$ cat src/rtl/event_rate_meter.sv
// event_rate_meter
//   Counts single-cycle event pulses over a fixed window of WINDOW_CYCLES clocks
//   using a two-digit BCD accumulator that saturates at 99. At each window end the
//   count (and a saturation flag) is latched for display and the accumulator
//   restarts. The latched value drives a 2-digit multiplexed seven-segment output.
//
// Ports
//   clk          in   rising-edge clock
//   reset        in   asynchronous, active-high reset
//   event_pulse  in   event strobe; each high cycle counts as one event
//   enable       in   1 = measure; 0 = timer/accumulator held cleared
//   count_bcd    out  latched count of last completed window {tens,units}
//   overflow     out  latched: last completed window saw more than 99 events
//   window_done  out  one-cycle strobe in the cycle count_bcd/overflow update
//   digit_sel    out  0 = units digit on seg, 1 = tens digit on seg
//   seg          out  active-high segments {g,f,e,d,c,b,a}
module event_rate_meter #(
    parameter int unsigned WINDOW_CYCLES = 10_000_000,
    parameter int unsigned MUX_CYCLES    = 10_000
) (
    input  logic       clk,
    input  logic       reset,
    input  logic       event_pulse,
    input  logic       enable,
    output logic [7:0] count_bcd,
    output logic       overflow,
    output logic       window_done,
    output logic       digit_sel,
    output logic [6:0] seg
);

    localparam int unsigned TW = $clog2(WINDOW_CYCLES);
    localparam int unsigned MW = (MUX_CYCLES > 1) ? $clog2(MUX_CYCLES) : 1;
    localparam logic [TW-1:0] T_LAST = TW'(WINDOW_CYCLES - 1);
    localparam logic [MW-1:0] M_LAST = MW'(MUX_CYCLES - 1);

    logic [TW-1:0] timer;
    logic [3:0]    acc_tens;
    logic [3:0]    acc_units;
    logic          sat;

    logic [3:0]    nx_tens;
    logic [3:0]    nx_units;
    logic          nx_sat;
    logic          terminal;

    logic [MW-1:0] mux_cnt;
    logic [3:0]    digit;
    logic [6:0]    seg_next;

    assign terminal = enable && (timer == T_LAST);

    // Accumulator value including this cycle's event; used both for the running
    // count and for the latch on the terminal cycle.
    always_comb begin
        nx_tens  = acc_tens;
        nx_units = acc_units;
        nx_sat   = sat;
        if (event_pulse) begin
            if (acc_tens == 4'd9 && acc_units == 4'd9) begin
                nx_sat = 1'b1;
            end else if (acc_units == 4'd9) begin
                nx_units = 4'd0;
                nx_tens  = acc_tens + 4'd1;
            end else begin
                nx_units = acc_units + 4'd1;
            end
        end
    end

    always_ff @(posedge clk or posedge reset) begin
        if (reset) begin
            timer       <= '0;
            acc_tens    <= '0;
            acc_units   <= '0;
            sat         <= 1'b0;
            count_bcd   <= '0;
            overflow    <= 1'b0;
            window_done <= 1'b0;
        end else if (!enable) begin
            timer       <= '0;
            acc_tens    <= '0;
            acc_units   <= '0;
            sat         <= 1'b0;
            window_done <= 1'b0;
        end else if (terminal) begin
            timer       <= '0;
            acc_tens    <= '0;
            acc_units   <= '0;
            sat         <= 1'b0;
            count_bcd   <= {nx_tens, nx_units};
            overflow    <= nx_sat;
            window_done <= 1'b1;
        end else begin
            timer       <= timer + TW'(1);
            acc_tens    <= nx_tens;
            acc_units   <= nx_units;
            sat         <= nx_sat;
            window_done <= 1'b0;
        end
    end

    // Segment pattern for the digit currently selected; registered below so seg
    // trails digit_sel/count_bcd by one cycle.
    always_comb begin
        digit    = digit_sel ? count_bcd[7:4] : count_bcd[3:0];
        seg_next = 7'h00;
        if (overflow) begin
            seg_next = 7'h40;
        end else if (digit_sel && digit == 4'd0) begin
            seg_next = 7'h00;
        end else begin
            case (digit)
                4'd0:    seg_next = 7'h3F;
                4'd1:    seg_next = 7'h06;
                4'd2:    seg_next = 7'h5B;
                4'd3:    seg_next = 7'h4F;
                4'd4:    seg_next = 7'h66;
                4'd5:    seg_next = 7'h6D;
                4'd6:    seg_next = 7'h7D;
                4'd7:    seg_next = 7'h07;
                4'd8:    seg_next = 7'h7F;
                4'd9:    seg_next = 7'h6F;
                default: seg_next = 7'h00;
            endcase
        end
    end

    always_ff @(posedge clk or posedge reset) begin
        if (reset) begin
            mux_cnt   <= '0;
            digit_sel <= 1'b0;
            seg       <= 7'h3F;
        end else begin
            if (mux_cnt == M_LAST) begin
                mux_cnt   <= '0;
                digit_sel <= ~digit_sel;
            end else begin
                mux_cnt <= mux_cnt + MW'(1);
            end
            seg <= seg_next;
        end
    end

endmodule

$ cat config.mk
export PLATFORM = sky130hd
export DESIGN_NAME = event_rate_meter
export DESIGN_NICKNAME = d
export VERILOG_FILES = /design/src/rtl/event_rate_meter.sv
export SDC_FILE = /design/constraint.sdc
export NUM_CORES = 1
export LEC_CHECK = 0
export CAP_MARGIN = 20
export CORE_MARGIN = 3
export CORE_UTILIZATION = 40
export DETAILED_ROUTE_END_ITERATION = 8
export DONT_BUFFER_PORTS = 1
export PLACE_DENSITY = 0.57
export SLEW_MARGIN = 25
export SYNTH_ARGS = -nofsm -noshare
export SYNTH_HDL_FRONTEND = slang
export SYNTH_SLANG_ARGS = --single-unit
$ cat constraint.sdc
create_clock -name clk -period 2.8 [get_ports clk]
set_input_delay 0.56 -clock clk [delete_from_list [all_inputs] [get_ports clk]]
set_output_delay 0.56 -clock clk [all_outputs]
set_load 0.01 [all_outputs]
Yosys cells after proc, flatten, opt, wreduce, memory -nomap -nowiden. Memories as Yosys holds them, arrays and structs flattened. Index checks and enable logic that the tools add are counted.

Reductions and logical operators: 5. $add $sub $neg: 4. Eq/ne operators: 4. Multiplexer cells: 22. Bitwise gates (word level): 1.

Operator list (count): $mux W24 (2); $mux W4 (11); $add A24 B1 Y24 const B (1); $eq A24 B24 Y1 const B (1); $add A14 B1 Y14 const B (1); $eq A14 B14 Y1 const B (1); $mux W14 (1); $mux W7 (2); $add A4 B1 Y4 const B (2); $eq A4 B4 Y1 const B (2); $mux W1 (6); $logic_not A4 Y1 (1); $logic_and A1 B1 Y1 (3); $reduce_and A2 Y1 (1); $not A1 Y1 (1).

Logic and storage cells: 47. Memory bits (read-only): 112. Output and inout bits: 18. Register bits after elaboration: 65. Input port bits: 4. Memories: 1.

Memories: (name not given) (depth 16, width 7, rd ports 1, clocked after Yosys merged registers in 0, write ports 0, RTL line 113) `case (digit)`.

Depth between registers and ports, before layout. Gate-level depths: netlist of the first run.

Depth in word-level cells: 6. Mapped depth: 7. Depth with buffers taken out: 6.

Least setup slack after synthesis of the first run. No wires, ideal clock.

Path kind: register -> register. Start: register mux_cnt[6]. End: register mux_cnt[10]. Buffers on the path: 0. Setup time: 0.121 ns. Slack: 0.971 ns. Arrival: 1.708 ns. Stages on the path, launching flop included: 5. Data required time: 2.679 ns. Period minus slack after synthesis: 1.829 ns. Cell sequence: dfrtp_1 -> or4b_4 -> nor4_4 -> o21ai_1 -> a22o_1.

Cells in the longest elaborated chain, start to end: 2. Elaborated cells on any way between the ends: 3. Classes of those cells: add/sub (1); eq/ne (1); mux (1).

Ends and longest elaborated chain: start: declaration (RTL line 47) `logic [MW-1:0] mux_cnt;`; start signal: assignment (RTL line 139) `mux_cnt <= mux_cnt + MW'(1);`; $add A14 B1 Y14 / $eq A14 B14 Y1 (equally long branches) (RTL line 139, 135); $mux W14 * (RTL line 135) `if (mux_cnt == M_LAST) begin`.

Mark *: on every way between the ends. The rest lies on a longest branch, timed or not. A chain may end at the register's enable or synchronous reset.

Final worst setup path of the first run.
Start: register digit_sel. End: register seg[4].

Cells in the longest elaborated chain, start to end: 5. Elaborated cells on any way between the ends: 6. Classes of those cells: mux (3); reduce/logical (2); memory (1).

Ends and longest elaborated chain: start: declaration (RTL line 28) `output logic digit_sel,`; start signal: assignment (RTL line 137) `digit_sel <= ~digit_sel;`; parallel branches: the longest is 3 deep, another holds $mem_v2 Z16 W7; $mux W7 * (RTL line 110) `end else if (digit_sel && digit == 4'd0) begin`; $mux W7 * (RTL line 108) `if (overflow) begin`; named net seg_next[4] (RTL line 49) `logic [6:0] seg_next;`; end signal: assignment (RTL line 141) `seg <= seg_next;`; end: declaration (RTL line 29) `output logic [6:0] seg`.

Mark *: on every way through the listed nets, which the timed path passes.

==> results of run 1 <==
## routing by layer
| layer | part of all wire | track usage | vias to the layer above | routed length [µm] |
|---|---|---|---|---|
| li1 | - | - | 1126 | - |
| met1 | 0.47 | 0.198 | 1108 | 2880 |
| met2 | 0.47 | 0.238 | 44 | 2890 |
| met4 | 0.012 | 0.0592 | 0 | 75 |
| met5 | 0 | 0 | - | 0 |
| met3 | 0.049 | 0.0513 | 8 | 301 |
## final cells by class
| type | count | area, µm² | area share |
|---|---|---|---|
| inverter | 15 | 56.3 | 0.0157 |
| clock buffer | 12 | 165 | 0.0460 |
| sequential | 65 | 1630 | 0.455 |
| tap | 102 | 128 | 0.0356 |
| multi-input combinational | 225 | 1510 | 0.419 |
| clock inverter | 4 | 50.0 | 0.0139 |
| timing repair buffer | 5 | 50.0 | 0.0139 |
## where the power goes
group | total [W] | switching [W] | leakage (nW) | internal [W]
Clock | 0.000831 | 0.000349 | 0.105 | 0.000482
Sequential | 0.000951 | 0.00000639 | 0.821 | 0.000945
Combinational | 0.0000475 | 0.0000343 | 0.649 | 0.0000132
Total | 0.00183 | 0.000389 | 1.57 | 0.00144
## flip-flops by register name, summed over array words and instances (netlist names)
signal       count
digit_sel        1
sat              1
timer           24
acc_tens         4
seg              7
count_bcd        8
overflow         1
mux_cnt         14
window_done      1
acc_units        4
## through the flow
step,instance area [µm²],worst slack [ps],hold WS [ps]
5_1_grt,3590,454,245
6_report,3590,713,197
4_1_cts,3590,675,203
3_3_place_gp,3370,762,470
3_5_place_dp,3370,696,475
2_1_floorplan,3210,623,448
## logic make-up after synthesis
group           Yosys count  share of synthesized area
flops                    65                      0.509
buf+inv                  23                     0.0284
xor+xnor                 27                     0.0736
simple gates            131                      0.217
fa+ha+maj                 9                     0.0350
mux                      18                     0.0576
compound gates           40                     0.0798
## worst reg2reg max path, stage by stage, from the launching register on
cell	delay, ps
dfrtp_1	620
mux2i_1	490
inv_1	170
ha_1	220
mux2_2	260
a22oi_1	180
nor3_1	70
## cells in the final DEF (no fill, tap or decap), types with 10 or more instances in the layout
cell and instances:
a21oi_1 16, clkbuf_8 12, dfrtp_1 59, inv_1 14, mux2i_1 14, nand2_1 23, nand3_1 14, nor2_1 37
xnor2_1 10, xor2_1 17
## how the worst max path moves through the flow
stage	start	end	slack, ps	depth (start not counted)
after floorplan	reset	acc_tens[0]	620	1
after global placement	digit_sel	seg[4]	760	6
after detailed placement	digit_sel	seg[4]	700	6
after CTS	digit_sel	seg[4]	670	6
after global routing	digit_sel	seg[3]	450	6
final	digit_sel	seg[4]	710	6
==> impl_results.md, run 1 <==
* Overall power at 0.00183 W
* Cell Rows at 32
* Worst reg-to-reg path cell count at 6
* Slew Limit Fails at 0
* Yosys cell types at 41
* Final Hold Viols at 0
* Critical Setup Path Class: reg -> reg
* CP Launch Type: flip-flop
* # hold bufs at CTS at 0
* Post-route clock period utilization at 0.745
* Post-synthesis cell area at 3210 µm²
* Post_cts resized at 0
* Worst-case clock buffer depth at 2
* Max-cap viol count at 0
* Vias at 2286
* DIE AREA at 9140 µm²
* Die Y at 95.6 µm
* Worst path top cell family by delay: multiplexers
* Ports at 22
* Number of global-route vias before repair at 2245
* H-tree levels at 3
* Clock Sinks at 65
* Register area share after synthesis at 0.509
* Crit path cell chain: mux2i_1 -> inv_1 -> ha_1 -> mux2_2 -> a22oi_1 -> nor3_1
* DP Cell Count at 412
* Largest net degree at the start of global routing at 35
* Clock slew at reported path FFs at 70 ps
* Worst endpoint required time at 3050 ps
* Final setup fails at 0
* Layout area overhead at 11.7%
* Status: finished clean
* CTS tree: done
* Initial antenna violation count at 0
* Worst path bufs/invs at 1
* Synthesis-stage register bit count at 65
* Routability Congestion at 0.811
* Critical-path top delay cell: dfrtp_1
* CTS buffer count at 9
* Rel. slew slack at 0.553
* Clock Skews at 7.82 ps
* Die X at 95.6 µm
* Max stage delay on crit path at 620 ps
* Yosys top cell by area: dfrtp_1
* Pleak at 1.57 nW
* Worst r2r src: digit_sel
* Most common cell in the netlist: dfrtp_1
* Final Util at 0.462
* Most common flop cell mapped by yosys: dfrtp_1
* RSZ-0062 raised after global routing: no
* Final min period at 2090 ps
* RR Endpoint: seg[4]
* Setup Buffers After CTS at 0
* CP max FO at 8
* Power Density at 510 nW/µm²
* Reg2Reg Setup Slack at 710 ps
* Nets at 334
* Total track usage at 0.154
* Initial core utilization at 0.414
* Max VDD drop at 381 µV
* Post-synth EDFFs at 0
* Syn_nets at 326
* Largest cells by area after synthesis: dfrtp_1, dfstp_2, xor2_1
* Setup TNS at 0 ps
* Final ANT Viol Nets at 0
* Fmax at 479 MHz
* Syn Inst Count at 313
* Crit. End Element: flip-flop
* CTS root buf: clkbuf_8
* TritonRoute pass-1 iters at 6
* Layout fillers at 744
* Core area at 7770 µm²
* Synth top cells by count: dfrtp_1, nor2_1, nand2_1, xor2_1, a21oi_1
* Hold Crit Class: in -> async
* Total gr overflow at 0
* DRT iter0 DRCs at 90
* Data arrival, critical path at 2340 ps
* Vias per cell at 5.34
* Share of layout cells above drive strength 1 at 0.117
* Antenna Cells at 0
* Worst Tran Pin Value at 669 ps
* Port buffer count at 0
* WL per Instance at 14.3 µm
* Yosys warns at 0
* Final Non-Filler Cells at 428
* WL final at 6140 µm
* Ys async rst share at 1.00
* Detailed placement HPWL at 4290 µm
* Synth top area share at 0.460
* Skew-Pair Late Insertion Delay at 340 ps
* First-pass GRT wire length at 10900 µm
* Mean Syn Cell Area at 10.3 µm²
* Drt drc at 0
Note: power is estimated with default switching activity, not from simulation.
==> run 2: changes to the inputs <==
PLACE_DENSITY = 0.59   (was 0.57)
clock period = 1.9 ns   (was 2.8 ns; I/O delays follow)
==> impl_results.md, run 2 (synthesis results as in run 1) <==
* Status: finished clean
* Top Registers: timer (24), mux_cnt (14), count_bcd (8)
* Max VDD drop at 469 µV
* Clock Skews at 12.2 ps
* Worst-case clock buffer depth at 2
* Hold Crit Class: in -> reg
* Sequential cell area at 1630 µm²
* Post-route clock period utilization at 0.936
* First-pass GRT wire length at 11300 µm
* Antenna Cells at 0
* WL final at 6340 µm
* Detailed placement HPWL at 4570 µm
* Area of the multi-input gates at 1530 µm²
* DIE AREA at 9140 µm²
* Worst endpoint required time at 2130 ps
* CTS tree: done
* Skew-Pair Late Insertion Delay at 330 ps
* CP max FO at 6
* Critical Setup Path Class: reg -> reg
* Final min period at 1780 ps
* Routability Congestion at 0.863
* Largest register by flop count: timer
* Share of layout cells above drive strength 1 at 0.182
* TritonRoute pass-1 iters at 4
* Layout area overhead at 18.1%
* Critical-path top delay cell: or4b_4
* Hold_ws at 177 ps
* RSZ-0062 raised after global routing: no
* Worst path top cell family by delay: simple AND/OR/NAND/NOR gates
* CTS root buf: clkbuf_8
* Max stage delay on crit path at 550 ps
* Crit path cell chain: or4b_4 -> nor4_4 -> buf_4 -> and2b_2
* H-tree levels at 3
* Initial antenna violation count at 0
* Total gr overflow at 0
* DR WL met3 at 226 µm
* Fmax at 562 MHz
* Drt drc at 0
* Final ANT Viol Nets at 0
* Port buffer count at 0
* Cell Rows at 32
* Pleak at 1.69 nW
* CP Launch Type: flip-flop
* Setup TNS at 0 ps
* Commonest non-fill, non-tap cell in the layout: dfrtp_1
* Met2 wire length at 2900 µm
* Clock Sinks at 65
* Die X at 95.6 µm
* Worst path bufs/invs at 1
* Crit. End Element: flip-flop
* Clock slew at reported path FFs at 70 ps
* Max-cap viol count at 0
* Ports at 22
* Number of global-route vias before repair at 2322
* Power Density at 742 nW/µm²
* Rel. slew slack at 0.693
* Uppermost routed layer: met4
* Leading cell types in the layout, fill and taps excluded: dfrtp_1, nor2_1, buf_4
* Total track usage at 0.159
* Vias at 2363
* Largest net degree at the start of global routing at 47
* Initial core utilization at 0.414
* Die Y at 95.6 µm
* WL per Instance at 14.1 µm
* Final setup fails at 0
* Worst Tran Pin Value at 460 ps
* Largest register FFs at 24
* WL met1 at 3140 µm
* Nets at 355
* DRT iter0 DRCs at 90
* CTS buffer count at 9
* Core area at 7770 µm²
* Final Hold Viols at 0
* Layout fillers at 721
* Data arrival, critical path at 2010 ps
* Vias per cell at 5.26
* Slew Limit Fails at 0
-- run 2: changes by cell type in the layout (fill, tap and decap cells not counted), sizes merged --
cell         before  now
buf               5   25
bufinv            1    2
dlygate4sd3       0    1
inv              15   14
-- run 2: layout make-up --
cell class / instances / share of cell area
Sequential cell: 65 / 0.430
Multi-Input combinational cell: 225 / 0.403
Timing Repair Buffer: 26 / 0.0564
Clock buffer: 12 / 0.0409
Tap cell: 102 / 0.0336
Clock inverter: 4 / 0.0201
Inverter: 15 / 0.0158
-- run 2: timing repair --
item	in CTS	in global routing
gates resized for setup	0	7
hold endpoints to repair	19	0
buffers inserted	0	1
setup endpoints to repair	0	30
hold buffers	1	0
-- run 2: worst paths after layout --
| path | from | end | slack, ps | cells after the start |
|---|---|---|---|---|
| max in group asynchronous | reset | seg[1] | 740 | 3 |
| setup / recovery | mux_cnt[6] | mux_cnt[1] | 120 | 4 |
| setup reg to reg | mux_cnt[6] | mux_cnt[1] | 120 | 4 |
| hold reg to reg | mux_cnt[0] | mux_cnt[0] | 480 | 1 |
| hold / removal | enable | timer[6] | 180 | 1 |
| min in group asynchronous | reset | timer[0] | 540 | 2 |
-- run 2: stage by stage --
step	std cells	instance area [µm²]	setup slack, ps	power [W]	utilization
6_report	449	3800	121	0.00282	0.489
5_1_grt	449	3800	7.02	0.00293	0.489
4_1_cts	448	3760	52.8	0.00286	0.484
3_5_place_dp	431	3520	70.4	0.00150	0.453
3_3_place_gp	431	3520	97.9	0.00150	0.453
2_1_floorplan	313	3220	71.1	0.00147	-
-- run 2: power breakdown --
group	internal, W	switching, W
Clock	0.000814	0.000529
Combinational	0.0000214	0.0000520
Sequential	0.00139	0.00000918
-- run 2: layer usage --
layer,global-route usage,up-vias
met5,0,-
met4,0.0486,0
met3,0.0442,7
met2,0.239,36
met1,0.222,1152
li1,-,1168
-- run 2: worst reg2reg max path, stage by stage (launching register included) --
cell and delay [ps]:
dfrtp_1 380, or4b_4 550, nor4_4 330, buf_4 210
and2b_2 210
